--- config.mk ---
export PLATFORM = sky130hd
export DESIGN_NAME = uart_rx_cfg
export DESIGN_NICKNAME = d
export VERILOG_FILES = /design/src/rtl/uart_pkg.sv /design/src/rtl/uart_sync2.sv /design/src/rtl/uart_rx_cfg.sv
export SDC_FILE = /design/constraint.sdc
export NUM_CORES = 1
export LEC_CHECK = 0
export CAP_MARGIN = 20
export CORE_AREA = 4 4 65 67
export CTS_CLUSTER_DIAMETER = 200
export DETAILED_ROUTE_END_ITERATION = 7
export DIE_AREA = 0 0 69 71
export GPL_TIMING_DRIVEN = 0
export MAX_ROUTING_LAYER = met4
export PLACE_DENSITY = 0.73
export REMOVE_ABC_BUFFERS = 1
export SLEW_MARGIN = 20
export SYNTH_ARGS = -nofsm -noshare
export SYNTH_HDL_FRONTEND = slang
export SYNTH_HIERARCHICAL = 1
export SYNTH_SLANG_ARGS = --single-unit
export TNS_END_PERCENT = 10
--- constraint.sdc ---
create_clock -name clk -period 1.6 [get_ports clk]
set_clock_uncertainty 0.05 [all_clocks]
set_input_delay 0.48 -clock clk [delete_from_list [all_inputs] [get_ports clk]]
set_output_delay 0.48 -clock clk [all_outputs]
set_load 0.02 [all_outputs]
--- src/rtl/uart_pkg.sv ---
// Shared definitions for the configurable UART receiver (and its transmitter sibling).
package uart_pkg;

    // Receiver FSM states.
    typedef enum logic [2:0] {
        IDLE,
        START,
        DATA,
        PARITY,
        STOP,
        DELIVER,
        BREAK_WAIT
    } rx_state_t;

    // Parity mode encodings; any other value is treated as no parity.
    localparam int PARITY_NONE = 0;
    localparam int PARITY_EVEN = 1;
    localparam int PARITY_ODD  = 2;

    // Width of a counter that must reach cpb-1; never narrower than one bit.
    function automatic int cnt_width(input int cpb);
        return (cpb < 2) ? 1 : $clog2(cpb);
    endfunction

endpackage

--- src/rtl/uart_sync2.sv ---
// Two-flop synchroniser for an asynchronous single-bit input.
// RST_VAL sets the level both stages take on reset (1 for an idle serial line).
module uart_sync2 #(
    parameter logic RST_VAL = 1'b1
) (
    input  logic clk,
    input  logic rst,
    input  logic d,
    output logic q
);

    logic meta_q;
    logic sync_q;

    // Two back-to-back flops give the first stage a full cycle to settle.
    always_ff @(posedge clk or posedge rst) begin
        if (rst) begin
            meta_q <= RST_VAL;
            sync_q <= RST_VAL;
        end else begin
            meta_q <= d;
            sync_q <= meta_q;
        end
    end

    assign q = sync_q;

endmodule

--- src/rtl/uart_rx_cfg.sv ---
// Configurable UART receiver: data width, parity mode, stop bits and oversampling
// are fixed at elaboration. Words leave over a valid/ready handshake with per-word
// parity/framing flags; a word that finds the output still occupied is dropped and
// reported with a one-cycle overrun pulse.
module uart_rx_cfg
    import uart_pkg::*;
#(
    parameter int CLKS_PER_BIT = 16,
    parameter int DATA_BITS    = 8,
    parameter int PARITY_MODE  = 0,
    parameter int STOP_BITS    = 1
) (
    input  logic                 clk,
    input  logic                 rst,
    input  logic                 rx_in,
    output logic [DATA_BITS-1:0] out_data,
    output logic                 out_valid,
    input  logic                 out_ready,
    output logic                 parity_err,
    output logic                 frame_err,
    output logic                 overrun_err,
    output logic                 busy
);

    localparam int              CNT_W     = cnt_width(CLKS_PER_BIT);
    localparam logic [CNT_W-1:0] CNT_LAST = CNT_W'(CLKS_PER_BIT - 1);
    localparam logic [CNT_W-1:0] CNT_HALF = CNT_W'((CLKS_PER_BIT - 1) / 2);
    localparam logic [3:0]      IDX_DLAST = 4'(DATA_BITS - 1);
    localparam logic [3:0]      IDX_SLAST = 4'(STOP_BITS - 1);
    // Unknown parity modes fall back to no parity.
    localparam bit PAR_EN  = (PARITY_MODE == PARITY_EVEN) || (PARITY_MODE == PARITY_ODD);
    localparam bit PAR_ODD = (PARITY_MODE == PARITY_ODD);

    logic rxs;

    rx_state_t            state_q,      state_d;
    logic [CNT_W-1:0]     cnt_q,        cnt_d;
    logic [3:0]           idx_q,        idx_d;
    logic [DATA_BITS-1:0] shift_q,      shift_d;
    logic                 xor_q,        xor_d;
    logic                 perr_acc_q,   perr_acc_d;
    logic                 ferr_acc_q,   ferr_acc_d;
    logic [DATA_BITS-1:0] out_data_q,   out_data_d;
    logic                 out_valid_q,  out_valid_d;
    logic                 parity_err_q, parity_err_d;
    logic                 frame_err_q,  frame_err_d;
    logic                 overrun_q,    overrun_d;
    logic                 busy_q,       busy_d;

    uart_sync2 #(
        .RST_VAL (1'b1)
    ) u_sync (
        .clk (clk),
        .rst (rst),
        .d   (rx_in),
        .q   (rxs)
    );

    // Frame sequencing, bit sampling and output handshake.
    always_comb begin
        state_d      = state_q;
        cnt_d        = cnt_q + CNT_W'(1);
        idx_d        = idx_q;
        shift_d      = shift_q;
        xor_d        = xor_q;
        perr_acc_d   = perr_acc_q;
        ferr_acc_d   = ferr_acc_q;
        out_data_d   = out_data_q;
        parity_err_d = parity_err_q;
        frame_err_d  = frame_err_q;
        overrun_d    = 1'b0;
        if (out_valid_q && out_ready) begin
            out_valid_d = 1'b0;
        end else begin
            out_valid_d = out_valid_q;
        end

        case (state_q)
            IDLE: begin
                cnt_d = '0;
                if (!rxs) begin
                    state_d    = START;
                    idx_d      = 4'd0;
                    xor_d      = 1'b0;
                    perr_acc_d = 1'b0;
                    ferr_acc_d = 1'b0;
                end else begin
                    state_d = IDLE;
                end
            end
            START: begin
                // A start bit must still be low at its midpoint, else it was a glitch.
                if (cnt_q == CNT_HALF) begin
                    cnt_d = '0;
                    if (!rxs) begin
                        state_d = DATA;
                    end else begin
                        state_d = IDLE;
                    end
                end else begin
                    state_d = START;
                end
            end
            DATA: begin
                if (cnt_q == CNT_LAST) begin
                    cnt_d = '0;
                    // LSB arrives first; after DATA_BITS shifts it sits at bit 0.
                    shift_d = {rxs, shift_q[DATA_BITS-1:1]};
                    xor_d   = xor_q ^ rxs;
                    if (idx_q == IDX_DLAST) begin
                        idx_d   = 4'd0;
                        state_d = PAR_EN ? PARITY : STOP;
                    end else begin
                        idx_d = idx_q + 4'd1;
                    end
                end else begin
                    state_d = DATA;
                end
            end
            PARITY: begin
                if (cnt_q == CNT_LAST) begin
                    cnt_d      = '0;
                    perr_acc_d = PAR_ODD ? ((xor_q ^ rxs) != 1'b1) : ((xor_q ^ rxs) != 1'b0);
                    idx_d      = 4'd0;
                    state_d    = STOP;
                end else begin
                    state_d = PARITY;
                end
            end
            STOP: begin
                if (cnt_q == CNT_LAST) begin
                    cnt_d = '0;
                    if (!rxs) begin
                        ferr_acc_d = 1'b1;
                    end else begin
                        ferr_acc_d = ferr_acc_q;
                    end
                    if (idx_q == IDX_SLAST) begin
                        state_d = DELIVER;
                    end else begin
                        idx_d = idx_q + 4'd1;
                    end
                end else begin
                    state_d = STOP;
                end
            end
            DELIVER: begin
                // Load only if the output slot is free or being emptied this cycle.
                if (!out_valid_q || out_ready) begin
                    out_data_d   = shift_q;
                    parity_err_d = perr_acc_q;
                    frame_err_d  = ferr_acc_q;
                    out_valid_d  = 1'b1;
                end else begin
                    overrun_d = 1'b1;
                end
                // After a framing error wait for the line to recover (break guard).
                state_d = ferr_acc_q ? BREAK_WAIT : IDLE;
            end
            BREAK_WAIT: begin
                if (rxs) begin
                    state_d = IDLE;
                end else begin
                    state_d = BREAK_WAIT;
                end
            end
            default: begin
                state_d = IDLE;
            end
        endcase

        busy_d = (state_d != IDLE);
    end

    // State, datapath and registered outputs; reset abandons any frame and held word.
    always_ff @(posedge clk or posedge rst) begin
        if (rst) begin
            state_q      <= IDLE;
            cnt_q        <= '0;
            idx_q        <= 4'd0;
            shift_q      <= '0;
            xor_q        <= 1'b0;
            perr_acc_q   <= 1'b0;
            ferr_acc_q   <= 1'b0;
            out_data_q   <= '0;
            out_valid_q  <= 1'b0;
            parity_err_q <= 1'b0;
            frame_err_q  <= 1'b0;
            overrun_q    <= 1'b0;
            busy_q       <= 1'b0;
        end else begin
            state_q      <= state_d;
            cnt_q        <= cnt_d;
            idx_q        <= idx_d;
            shift_q      <= shift_d;
            xor_q        <= xor_d;
            perr_acc_q   <= perr_acc_d;
            ferr_acc_q   <= ferr_acc_d;
            out_data_q   <= out_data_d;
            out_valid_q  <= out_valid_d;
            parity_err_q <= parity_err_d;
            frame_err_q  <= frame_err_d;
            overrun_q    <= overrun_d;
            busy_q       <= busy_d;
        end
    end

    assign out_data    = out_data_q;
    assign out_valid   = out_valid_q;
    assign parity_err  = parity_err_q;
    assign frame_err   = frame_err_q;
    assign overrun_err = overrun_q;
    assign busy        = busy_q;

endmodule

# Yosys cells after proc, flatten, opt, wreduce, memory -nomap -nowiden
# Index checks and enable logic that the tools add are counted.
# totals
reg_bits	37
inputBits	4
output_inout_bits	13
wordCells	83
# classes
addsub	2
eq_ne	15
muxes	33
n_bitwise	1
n_reduce_logical	17
# op_table
operator	n
4-bit two-way mux	8
3-bit two-way mux	8
3-bit case mux with 7 select lines	1
4-bit case mux with 4 select lines	1
2-bit inequality test, second input constant	6
4-bit case mux with 3 select lines	1
1-bit two-way mux	10
3-bit == test, second input constant	3
4-bit by 1-bit adder with 4-bit output, second input constant	2
4-bit by 3-bit == test with 1-bit output, second input constant	2
3-bit by 2-bit == test with 1-bit output, second input constant	2
1-bit case mux with 2 select lines	3
3-bit AND reduction	2
6-bit AND reduction	1
2-bit nonzero test	3
4-bit == test, second input constant	1
4-bit zero test	1
2-bit AND reduction	2
4-bit AND reduction	1
4-bit nonzero test	1
3-bit by 1-bit == test with 1-bit output, second input constant	1
3-bit zero test	1
3-bit nonzero test	1
3-bit OR reduction	1
other kinds (5)	5

# Longest topological paths before layout
# Gate-level depths: netlist of the first run.
# logic_depth
depth_word	5
depth_mapped	6
ltp_nobuf	6

# Hierarchy
# Netlist of the first run, hierarchy kept.
# modules_own_cells
module	instances	cells_per_inst	area_each_um2	seq_area_each_um2
uart_rx_cfg	1	146	1764.2	875.8
uart_sync2	1	3	56.3	52.6

# Worst setup path after synthesis of the first run
# No wires, ideal clock.
# synth_timing
path_kind	register to register
start	register cnt_q[0]
end	register busy_q (netlist: busy)
setup_ns	0.140
arrival_time_ns	1.387
t_required_ns	1.410
path_slack_ns	0.023
path_stages_with_launch	6
path_buffers	0
period_less_slack_ns	1.577
cell_sequence	dfrtp_1 > ha_1 > and3b_1 > and3_1 > a2111oi_2 > o211ai_1
# synth_between
elab_chain_len	4
# synth_rtl
element	line	text
start, declared	uart_rx_cfg.sv:37	logic [CNT_W-1:0] cnt_q, cnt_d;
start signal, assigned	uart_rx_cfg.sv:193	cnt_q <= cnt_d;
4-bit == test or 4-bit by 3-bit == test with 1-bit output (tied branches)	n/a	
3-bit two-way mux (on tied branches)	n/a	
3-bit case mux with 7 select lines (*)	uart_rx_cfg.sv:78	case (state_q)
3-bit nonzero test (*)	uart_rx_cfg.sv:172	busy_d = (state_d != IDLE);
net busy_d	uart_rx_cfg.sv:48	logic busy_q, busy_d;
end signal, assigned	uart_rx_cfg.sv:204	busy_q <= busy_d;
end, declared	uart_rx_cfg.sv:48	
# Mark *: on every way through the listed nets, which the timed path passes. The rest lies on a longest branch.
# A chain may end at the register's enable or synchronous reset.

# Worst setup path after layout of the first run
# layout_timing
start	register state_q[1]
end	register busy_q (netlist: busy)
# layout_between
elab_chain_len	4
# layout_rtl
element	line	text
start, declared	uart_rx_cfg.sv:36	rx_state_t state_q, state_d;
start signal, assigned	uart_rx_cfg.sv:192	state_q <= state_d;
3-bit two-way mux (on tied branches)	uart_rx_cfg.sv:138, uart_rx_cfg.sv:110	
3-bit two-way mux (on tied branches)	uart_rx_cfg.sv:131, uart_rx_cfg.sv:105	
3-bit case mux with 7 select lines (*)	uart_rx_cfg.sv:78	
3-bit nonzero test (*)	uart_rx_cfg.sv:172	
net busy_d	uart_rx_cfg.sv:48	
# Marked as above.

==> results.yml, run 1 <==
timing:
  post-route-period-util_pct: 101
  maxSlewHeadroom_pct: 52.0
  rsz0062_at_grt: "yes"
  setup_viol: 1
  post-route-worst-setup-slack_ns: -0.0179
  finalHoldViolCount: 0
  worst_pin_slew_ns: 0.719
  report.final.slew_viol_count: 0
  fmax_mhz: 618
  min_period_ns: 1.62
placement:
  hpwl_mm: 2.32
  place_congestion: 0.850
  port_buffers: 16
  place_ws_ns: -0.518
setup_path:
  worstPathCellList: "nor4bb_1, a31o_1, a2111oi_2, o211ai_1"
  critPathRequiredTime_ns: 1.70
  cp_max_fo: 14
  max_stage_delay_ns: 0.56
  arrival_ns: 1.72
  critPathCaptureType: "register"
  cp_top_family: "compound AO/OA/AOI/OAI gates"
  startpoint_type: "register"
  critical_path_buf_inv_count: 0
  critical_path_class: "reg -> reg"
  critPathSlowestCell: "dfrtp_4"
clocking:
  clock_sinks: 37
  hold_buffers: 0
  numCtsBuffers: 5
  htreeDepth: 2
  cts.path.max_buffers: 2
  cts_root_buffer: "clkbuf_8"
  cts_tree: "yes"
  path_clk_slew_ns: 0.07
  clk_latency_ns: 0.28
logic_synthesis:
  ys_types: 49
  synth_most_common_cell: "dfrtp_1"
  syn_avg_cell_area_um2: 12.2
  synthCells: 149
  seq_area_frac_synth_pct: 51.0
  ys_warn_count: 6
  async_flop_share_pct: 100
  synth_common_cells: "35 x dfrtp_1, 11 x mux2_2, 8 x mux2_4, 8 x nand2_1, 7 x inv_1"
  synth_ff_type: "dfrtp_1"
  yosys.area.top_type: "dfrtp_1"
  yosysTopAreaCellShare_pct: 48.1
  syn-cell-area_um2: 1820
  synth_edf_count: 0
  yosys-top-cells-area: "dfrtp_1 48%, mux2_2 6.8%, mux2_4 6.6%, dfstp_2 2.9%, ha_1 2.1%"
  ys_ff_latch: 37
route:
  drt_iter0_markers: 70
  drtAntennaViolNets: 0
  route.met3.wl_um: 145
  drcViolationCount: 0
  drt_first_pass_iters: 4
  vias_per_cell: 5.70
  wl_met2_mm: 1.91
  m1WireLength_mm: 1.61
  routed_wl_mm: 3.74
  vias: 1316
  post_drt_wl_per_cell_um: 16.2
  top_layer: "met4"
hold_path:
  hold_path.class: "reg -> reg"
die:
  rows: 22
  die_h_um: 71
  initial_core_util_pct: 50.1
  die_w_um: 69
  die_area_um2: 4900
  coreArea_um2: 3630
  ioPinCount: 17
pwr:
  power_density_nw_per_um2: 1350
  p_total_mw: 3.16
  max-vdd-ir-drop_v: 0.000894
  cellLeakagePower_nw: 1.14
final_layout:
  antenna_cells_inserted: 0
  areaGrowthSynthToFinish_pct: 29.1
  drive_above_1_share_pct: 37.7
  nets: 189
global_route:
  grt_usage_pct: 15.4
  grt_overflow: 0
  grt_max_degree: 36
  grt_pass1_wl_mm: 5.80
  grt_pass1_vias: 1236
  antenna_found_initial: 0
job:
  max-cap-violations: 0
outcome:
  violations: "setup timing"
  status: "complete, but fails checks"
-- final cells by class --
cell class | count | area, um2
Clock inverter | 1 | 30.0
Timing Repair Buffer | 33 | 273
Fill cell | 282 | 1280
Tap cell | 48 | 60.1
Clock buffer | 7 | 86.3
Sequential cell | 37 | 937
Inverter | 7 | 26.3
Multi-Input combinational cell | 98 | 937
-- worst reg2reg max path, delay by kind of cell (launching register included) --
family / cells / cell delay (ns)
and+or+nand+nor: 1 / 0.16
DFF: 1 / 0.56
AOI/OAI and AO/OA: 3 / 0.72
-- layout by cell type (no fill, tap or decap), types with 4 or more instances in the layout --
| master | count |
|---|---|
| a21oi_1 | 6 |
| buf_4 | 17 |
| clkbuf_8 | 6 |
| dfrtp_1 | 32 |
| dlygate4sd2_1 | 12 |
| inv_1 | 4 |
| mux2_2 | 11 |
| mux2_4 | 8 |
| nand2_1 | 8 |
| nand3_1 | 4 |
| nor2_1 | 5 |
| nor4_1 | 4 |
-- cell families (layout without fill, tap and decap cells) --
logic type / count (synthesis) / count (layout) / synth area share, %
compound gates: 29 / 29 / 12.6
mux: 21 / 21 / 14.5
buf+inv: 14 / 48 / 3.57
fa+ha+maj: 3 / 3 / 2.06
flops: 37 / 37 / 51.0
xor+xnor: 2 / 2 / 0.962
simple gates: 43 / 43 / 15.3
-- per-layer routing --
| metal | GRT usage, % | up-vias |
|---|---|---|
| met5 | - | - |
| met4 | 7.81 | 0 |
| met3 | 4.97 | 6 |
| met2 | 23.5 | 30 |
| met1 | 18.2 | 663 |
| li1 | - | 617 |
-- through the flow --
stage	instance area, um2	utilization, %	hold WS, ns	TNS [ns]	cells
2_1_floorplan	1780	-	0.295	-0.956	142
3_3_place_gp	2000	55.1	0.297	-24.30	206
3_5_place_dp	2000	55.1	0.302	-8.38	206
4_1_cts	2180	59.9	0.312	-0.136	214
5_1_grt	2350	64.7	0.315	-0.937	231
6_report	2350	64.7	0.313	-0.0179	231
-- registers in the layout, indices dropped and copies added, names as in the netlist --
signal and flops:
busy 1, ferr_acc_q 1, xor_q 1, u_sync/q 1, perr_acc_q 1, frame_err 1
u_sync/meta_q 1, overrun_err 1, state_q 3, out_data 8, parity_err 1, cnt_q 4
out_valid 1, idx_q 4, shift_q 8
-- worst paths after layout --
| check | from | endpoint | slack [ns] | cells past startpoint |
|---|---|---|---|---|
| max in group asynchronous | rst | state_q[1] | 0.35 | 2 |
| hold reg to reg | u_sync/meta_q | u_sync/q | 0.31 | 0 |
| min in group asynchronous | rst | u_sync/meta_q | 0.52 | 2 |
| setup reg to reg | state_q[1] | busy | -0.02 | 4 |
| setup / recovery | state_q[1] | busy | -0.02 | 4 |
| hold / removal | u_sync/meta_q | u_sync/q | 0.31 | 0 |
-- repair_timing --
item / 4_1_cts / 5_1_grt
gates resized for setup: 30 / 9
pin swaps: 2 / 9
buffers inserted: 0 / 17
setup endpoints to repair: 42 / 25
-- report_power, final --
group	leakage, nW	switching (mW)	internal [mW]
Sequential	0.490	0.209	1.07
Combinational	0.590	0.521	0.554
Clock	0.0585	0.301	0.508
Total	1.14	1.03	2.13
No activity file was read; power rests on OpenSTA's default activity.
==> run 2, diff against run 1 <==
Settings changed: CORE_AREA 4 4 65 67 to 2 2 63 65, DIE_AREA 0 0 69 71 to 0 0 65 67.
==> results.yml, run 2 (synthesis results as in run 1) <==
outcome:
  status: "complete, but fails checks"
  violations: "setup timing"
setup_path:
  rr_startpoint: "state_q[1]"
  startpoint: "state_q[1]"
  r2r_cells: 4
  critPathCaptureType: "register"
  arrival_ns: 1.79
  regToRegSetupSlack_ns: -0.02
  cp_max_fo: 11
  cp.depth: 4
  critical_path_buf_inv_count: 0
  endpoint: "idx_q[2]"
  max_stage_delay_ns: 0.50
  critPathRequiredTime_ns: 1.76
  critical_path_class: "reg -> reg"
  startpoint_type: "register"
  cp_top_family: "simple AND/OR/NAND/NOR gates"
  r2r_end: "idx_q[2]"
  critPathSlowestCell: "dfrtp_4"
  worstPathCellList: "nor2b_2, o21ai_1, or3b_1, o2bb2ai_1"
route:
  drtAntennaViolNets: 0
  drt_first_pass_iters: 4
  routed_wl_mm: 3.67
  route.met3.wl_um: 106
  post_drt_wl_per_cell_um: 16.2
  vias_per_cell: 5.73
  top_layer: "met4"
  drcViolationCount: 0
  m1WireLength_mm: 1.59
  drt_iter0_markers: 23
  wl_met2_mm: 1.91
  vias: 1300
clocking:
  htreeDepth: 2
  cts.path.max_buffers: 2
  clock_sinks: 37
  cts_root_buffer: "clkbuf_8"
  clk_latency_ns: 0.29
  cts_tree: "yes"
  path_clk_slew_ns: 0.07
  numCtsBuffers: 5
timing:
  min_period_ns: 1.62
  setup_viol: 2
  tns_ns: -0.0276
  worst_pin_slew_ns: 0.705
  post-route-worst-setup-slack_ns: -0.0221
  rsz0062_at_grt: "yes"
  finalHoldViolCount: 0
  fmax_mhz: 616
  post-route-period-util_pct: 101
  report.final.slew_viol_count: 0
  maxSlewHeadroom_pct: 52.9
global_route:
  grt_overflow: 0
  grt_pass1_wl_mm: 5.86
  antenna_found_initial: 0
  grt_usage_pct: 18.0
  grt_max_degree: 36
  grt_pass1_vias: 1238
placement:
  place_ws_ns: -0.524
  place_congestion: 0.849
  dp.cells: 206
  hpwl_mm: 2.32
  port_buffers: 16
hold_path:
  hold_path.class: "reg -> reg"
die:
  die_w_um: 65
  coreArea_um2: 3610
  ioPinCount: 17
  die_h_um: 67
  initial_core_util_pct: 50.5
  die_area_um2: 4360
  rows: 22
pwr:
  power_frac_clock_pct: 21.5
  seqPwrFrac_pct: 42.7
  switching_share_pct: 35.7
  power_density_nw_per_um2: 1270
  cellLeakagePower_nw: 1.12
  switching_power_mw: 1.05
  pwr-share-comb_pct: 35.7
  max-vdd-ir-drop_v: 0.000805
  p_int_mw: 1.88
final_layout:
  drive_above_1_share_pct: 36.9
  fill_cells: 268
  finalNonFillerCells: 227
  final_util_pct: 63.8
  areaGrowthSynthToFinish_pct: 26.3
  mostFrequentLayoutCells: "32 x dfrtp_1, 13 x dlygate4sd2_1, 13 x buf_4"
  nets: 185
  antenna_cells_inserted: 0
  final_common_cell: "dfrtp_1"
job:
  max-cap-violations: 0
## run 2: worst register-to-register path, stage by stage, from the launching register on
cell and delay (ns):
dfrtp_4 0.50, nor2b_2 0.28, o21ai_1 0.17, or3b_1 0.40, o2bb2ai_1 0.15
## run 2: what timing repair did
item                       CTS  global route
setup endpoints to repair   41            25
resized for setup           25            15
buffers inserted             3            10
hold buffers                 0             0
pin swaps                    2             5
## run 2: final cells by class
type | count | area (um2) | area share, %
Multi-Input combinational cell | 98 | 948 | 41.2
Timing Repair Buffer | 29 | 241 | 10.5
Clock buffer | 5 | 68.8 | 2.99
Clock inverter | 3 | 17.5 | 0.762
Sequential cell | 37 | 937 | 40.8
Inverter | 7 | 26.3 | 1.14
Tap cell | 48 | 60.1 | 2.61
## run 2: power groups by stage
stage | combinational (mW) | sequential, mW | clock (mW)
2_1_floorplan | 0.524 | 1.23 | 0
3_3_place_gp | 0.646 | 1.26 | 0
3_5_place_dp | 0.670 | 1.28 | 0
4_1_cts | 0.798 | 1.27 | 0.638
5_1_grt | 1.17 | 1.26 | 0.704
6_report | 1.05 | 1.25 | 0.630
## run 2: through the flow
stage	cell area [um2]	total power [mW]	hold WS, ns
5_1_grt	2300	3.14	0.318
3_3_place_gp	2000	1.91	0.297
6_report	2300	2.93	0.311
3_5_place_dp	2000	1.95	0.301
2_1_floorplan	1780	1.76	0.295
4_1_cts	2140	2.70	0.311
## run 2: how the worst min path moves through the flow
stage	startpoint	to	slack, ns	cells past startpoint
6_report	u_sync/meta_q	u_sync/q	0.31	0
5_1_grt	u_sync/meta_q	u_sync/q	0.32	0
4_1_cts	u_sync/meta_q	u_sync/q	0.31	0
3_5_place_dp	u_sync/meta_q	u_sync/q	0.30	0
3_3_place_gp	u_sync/meta_q	u_sync/q	0.30	0
2_1_floorplan	u_sync/meta_q	u_sync/q	0.30	0
## run 2: per-layer routing
layer	up-vias	global-route usage, %
met2	27	29.6
met3	9	4.05
met4	0	5.32
met5	-	-
met1	657	22.2
li1	607	-
==> run 3, diff against run 2 <==
Settings changed: CORE_AREA 2 2 63 65 to 2 2 61 63, DIE_AREA 0 0 65 67 to 0 0 63 65, DONT_BUFFER_PORTS set to 1, PLACE_DENSITY 0.73 to 0.71.
==> results.yml, run 3 (synthesis results as in run 1) <==
timing:
  rsz0062_at_grt: "yes"
  min_period_ns: 1.62
  report.final.slew_viol_count: 0
  whs_ns: 0.0676
  finalHoldViolCount: 0
  maxSlewHeadroom_pct: 53.0
  fmax_mhz: 618
  worst_pin_slew_ns: 0.704
  setup_viol: 1
  tns_ns: -0.0189
  post-route-period-util_pct: 101
  post-route-worst-setup-slack_ns: -0.0189
global_route:
  grt_max_degree: 36
  antenna_found_initial: 0
  grt_overflow: 0
  grt_pass1_wl_mm: 5.78
  grt_usage_pct: 18.7
  grt_pass1_vias: 1271
clocking:
  clock_sinks: 37
  htreeDepth: 2
  cts.path.max_buffers: 2
  clk_latency_ns: 0.34
  cts_root_buffer: "clkbuf_4"
  path_clk_slew_ns: 0.11
  numCtsBuffers: 5
  cts_tree: "yes"
route:
  vias_per_cell: 5.69
  drtAntennaViolNets: 0
  post_drt_wl_per_cell_um: 15.6
  drt_iter0_markers: 65
  drcViolationCount: 0
  routed_wl_mm: 3.38
  vias: 1228
  drt_first_pass_iters: 4
die:
  coreArea_um2: 3500
  die_area_um2: 4100
  initial_core_util_pct: 52.1
  rows: 22
  die_h_um: 65
  ioPinCount: 17
  die_w_um: 63
pwr:
  cellLeakagePower_nw: 1.01
  max-vdd-ir-drop_v: 0.000702
  power_density_nw_per_um2: 1320
  p_total_mw: 2.83
final_layout:
  final_util_pct: 61.5
  stdcell_area_um2: 2150
  nets: 174
  mostFrequentLayoutCells: "32 x dfrtp_1, 17 x buf_4, 11 x mux2_2"
  finalNonFillerCells: 216
  antenna_cells_inserted: 0
  final_common_cell: "dfrtp_1"
  areaGrowthSynthToFinish_pct: 18.0
  fill_cells: 296
  drive_above_1_share_pct: 41.7
placement:
  dp.cells: 190
  hpwl_mm: 2.12
  place_ws_ns: -0.377
  placed_area_um2: 1840
  place_congestion: 0.919
  port_buffers: 0
hold_path:
  hold_path.class: "in -> async"
setup_path:
  critPathCaptureType: "register"
  r2r_cells: 7
  critical_path_class: "reg -> reg"
  cp_max_fo: 4
  startpoint_type: "register"
  critPathRequiredTime_ns: 1.83
  arrival_ns: 1.85
outcome:
  violations: "setup timing"
  status: "complete, but fails checks"
job:
  max-cap-violations: 0
## run 3: layout make-up
class | count | area, um2 | share of cell area (%)
well taps | 48 | 60.1 | 2.80
multi-input cells | 98 | 930 | 43.3
clock buffers | 7 | 55.1 | 2.56
clock inverters | 1 | 7.51 | 0.349
inverters | 7 | 26.3 | 1.22
flip-flops and latches | 37 | 932 | 43.4
repair buffers | 18 | 138 | 6.41
## run 3: path summary, 6_finish.rpt
kind / to / slack, ns / start
worst max-delay path: idx_q[2] / -0.02 / idx_q[0]
worst min-delay path: idx_q[1] / 0.07 / rst
worst max register to register: idx_q[2] / -0.02 / idx_q[0]
worst min register to register: u_sync/q / 0.31 / u_sync/meta_q
max in group asynchronous: state_q[0] / 0.94 / rst
min in group clk: u_sync/meta_q / 0.07 / rx_in
## run 3: layer usage
metal	wire [um]	global-route usage [%]
met1	1490	23.3
met5	0	-
met2	1720	30.3
met4	25	3.61
met3	135	6.08
## run 3: timing repair
action / CTS / global route
gates resized for setup: 12 / 11
hold buffers: 1 / 0
pin swaps: 3 / 5
endpoints found under the setup margin: 29 / 28
setup buffers: 12 / 5
hold endpoints to repair: 2 / 0
## run 3: critical path: stages, from the launching register on
cell	delay (ns)
dfrtp_1	0.41
inv_2	0.07
ha_4	0.15
nor3b_4	0.15
o32ai_4	0.34
a21oi_2	0.14
buf_4	0.16
o2bb2ai_2	0.10
## run 3: report_power, final
group | internal (mW) | switching [mW] | leakage (nW)
Combinational | 0.548 | 0.532 | 0.489
Clock | 0.215 | 0.301 | 0.0315
Sequential | 1.06 | 0.172 | 0.490
Total | 1.82 | 1.01 | 1.01
==> RTL edit, RTL diff (config.mk and constraints of run 1) <==
`shift_q` no longer has a reset.
--- a/src/rtl/uart_rx_cfg.sv
+++ b/src/rtl/uart_rx_cfg.sv
@@ -179,5 +179,4 @@
             cnt_q        <= '0;
             idx_q        <= 4'd0;
-            shift_q      <= '0;
             xor_q        <= 1'b0;
             perr_acc_q   <= 1'b0;
@@ -193,5 +192,4 @@
             cnt_q        <= cnt_d;
             idx_q        <= idx_d;
-            shift_q      <= shift_d;
             xor_q        <= xor_d;
             perr_acc_q   <= perr_acc_d;
@@ -206,4 +204,8 @@
     end
 
+    always_ff @(posedge clk) begin
+        shift_q <= shift_d;
+    end
+
     assign out_data    = out_data_q;
     assign out_valid   = out_valid_q;
Behaviour: no difference found for any inputs over 10 cycles, from zero or initial values and one cycle with rst high; that may be too few to reach the edited logic, so the function may still have changed.
==> RTL edit against run 1 <==
  * The run still ends with setup timing left
  * Synthesized area fell by 8.9%
  * Global-route usage decreased by 0.077 points
  * Largest power group unchanged
  * Largest cell class unchanged
  * Routed wire length shrank 4.9%
  * Die area did not move
  * Sequential share of layout area up 4.3 points
  * Critical path type unchanged
  * Sequential cell count unchanged
  * Cell area fell by 6.3%
  * Highest routed layer unchanged
  * Total power fell by 4.7%
  * Worst setup slack lost 0.21 ns
  * Clock power is 5.4% lower
==> RTL edit: results (changes against run 1) <==
Power and ir drop
  • Pleak: 0.000970 uW (-15%)

Placement
  • Worst Setup Slack post-DPL: -0.504 ns (+0.0133 ns)
  • Final weighted congestion in routability-driven placement: 0.915 (+7.7%)

Worst setup path
  • Maximum net fanout on the critical path: 6 (-8)
  • Max incr delay on CP: 0.48 ns (-0.08 ns)

Routing
  • Post-DR wirelength/cell: 16.3 um (+0.27%)
  • Initial DRC count: 56 (-20%)
  • Via density per instance: 5.63 (-1.3%)
  • Detailed route wirelength on metal3: 206 um (+42%)
  • M1 wire length: 1400 um (-13%)

Synth
  • Commonest cells post-synth: sky130_fd_sc_hd__dfrtp_1, sky130_fd_sc_hd__inv_1, sky130_fd_sc_hd__mux2_2, sky130_fd_sc_hd__edfxtp_1, sky130_fd_sc_hd__nor2_1
  • Adder and majority cell fraction of the synthesized area: 2.26% (+0.20 points)
  • Number of distinct standard cells referenced by the synthesized netlist: 42 (-14%)
  • Biggest area contributors in the synthesized netlist: sky130_fd_sc_hd__dfrtp_1, sky130_fd_sc_hd__edfxtp_1, sky130_fd_sc_hd__mux2_2
  • Compound-cell area share of the yosys netlist: 11.6% (-1.0 points)
  • Number of enable flip-flop cells after synthesis: 8 (+8)
  • Mux contribution to synthesized area: 8.07% (-6.4 points)

GRT
  • Met1 track demand over resource: 16.5% (-1.8 points)
  • Met2 Track Usage GR: 24.8% (+1.3 points)
  • Global-route wire length before repair: 5720 um (-1.3%)
  • Global Route met3 Usage: 4.55% (-0.43 points)
  • Maximum number of pins on one net before global-route repair: 28 (-22%)

STA
  • Total setup violations reported at the end of the flow: 23 (+22)
  • Transition time of the tightest slew-check pin: 0.554 ns (-0.165 ns)
  • Post-layout worst setup margin: -0.232 ns (-0.214 ns)

Layout
  • Post-layout net count: 177 (-6.3%)
  • Filler cells: 280 (-0.71%)
  • Fraction of final layout cells with drive strength greater than 1: 33.3% (-4.4 points)

Status
  • Result of the run: finished, violations left
  • Failing checks: setup timing
-- RTL edit: final cells by class --
class                      count  area share, %
tap                           48           2.73
inverter                      12           2.05
clock inverter                 2           1.53
sequential                    37           44.2
multi-input combinational     84           33.8
clock buffer                   6           3.30
timing repair buffer          30           12.4
-- RTL edit: stage by stage --
stage / TNS (ns) / total power [uW] / instance area (um2) / instances
CTS: -2.41 / 2840 / 2040 / 210
finish: -1.73 / 3010 / 2200 / 219
detailed placement: -15.17 / 1890 / 1850 / 196
global placement: -17.30 / 1840 / 1840 / 196
floorplan: -4.02 / 1700 / 1620 / 132
global route: -3.23 / 3200 / 2200 / 219
-- RTL edit: repair_timing --
| item | in CTS | in global routing |
|---|---|---|
| setup endpoints to repair | 38 | 29 |
| gates cloned | 1 | 0 |
| pin swaps | 3 | 6 |
| hold endpoints to repair | 0 | 0 |
| gates resized for setup | 29 | 20 |
| buffers inserted | 5 | 9 |
-- RTL edit: path summary, 6_finish.rpt --
check | from | end | slack [ns] | depth (start not counted)
hold reg to reg | u_sync/meta_q | u_sync/q | 0.31 | 0
max in group asynchronous | rst | state_q[0] | 0.56 | 2
setup reg to reg | state_q[1] | idx_q[3] | -0.23 | 4
hold / removal | u_sync/meta_q | u_sync/q | 0.31 | 0
min in group asynchronous | rst | u_sync/meta_q | 0.51 | 2
setup / recovery | state_q[1] | idx_q[3] | -0.23 | 4
-- RTL edit: logic make-up after synthesis --
group                    count (synthesis)
buffers and inverters                   17
AND/OR/NAND/NOR                         36
XOR/XNOR                                 4
flip-flops                              37
adder cells (fa/ha/maj)                  3
AO/OA/AOI/OAI                           28
multiplexers                            12
-- RTL edit: where the power goes --
group / internal (uW) / switching (uW)
clock network: 460 / 304
registers: 1080 / 166
logic: 467 / 534
total: 2010 / 1000
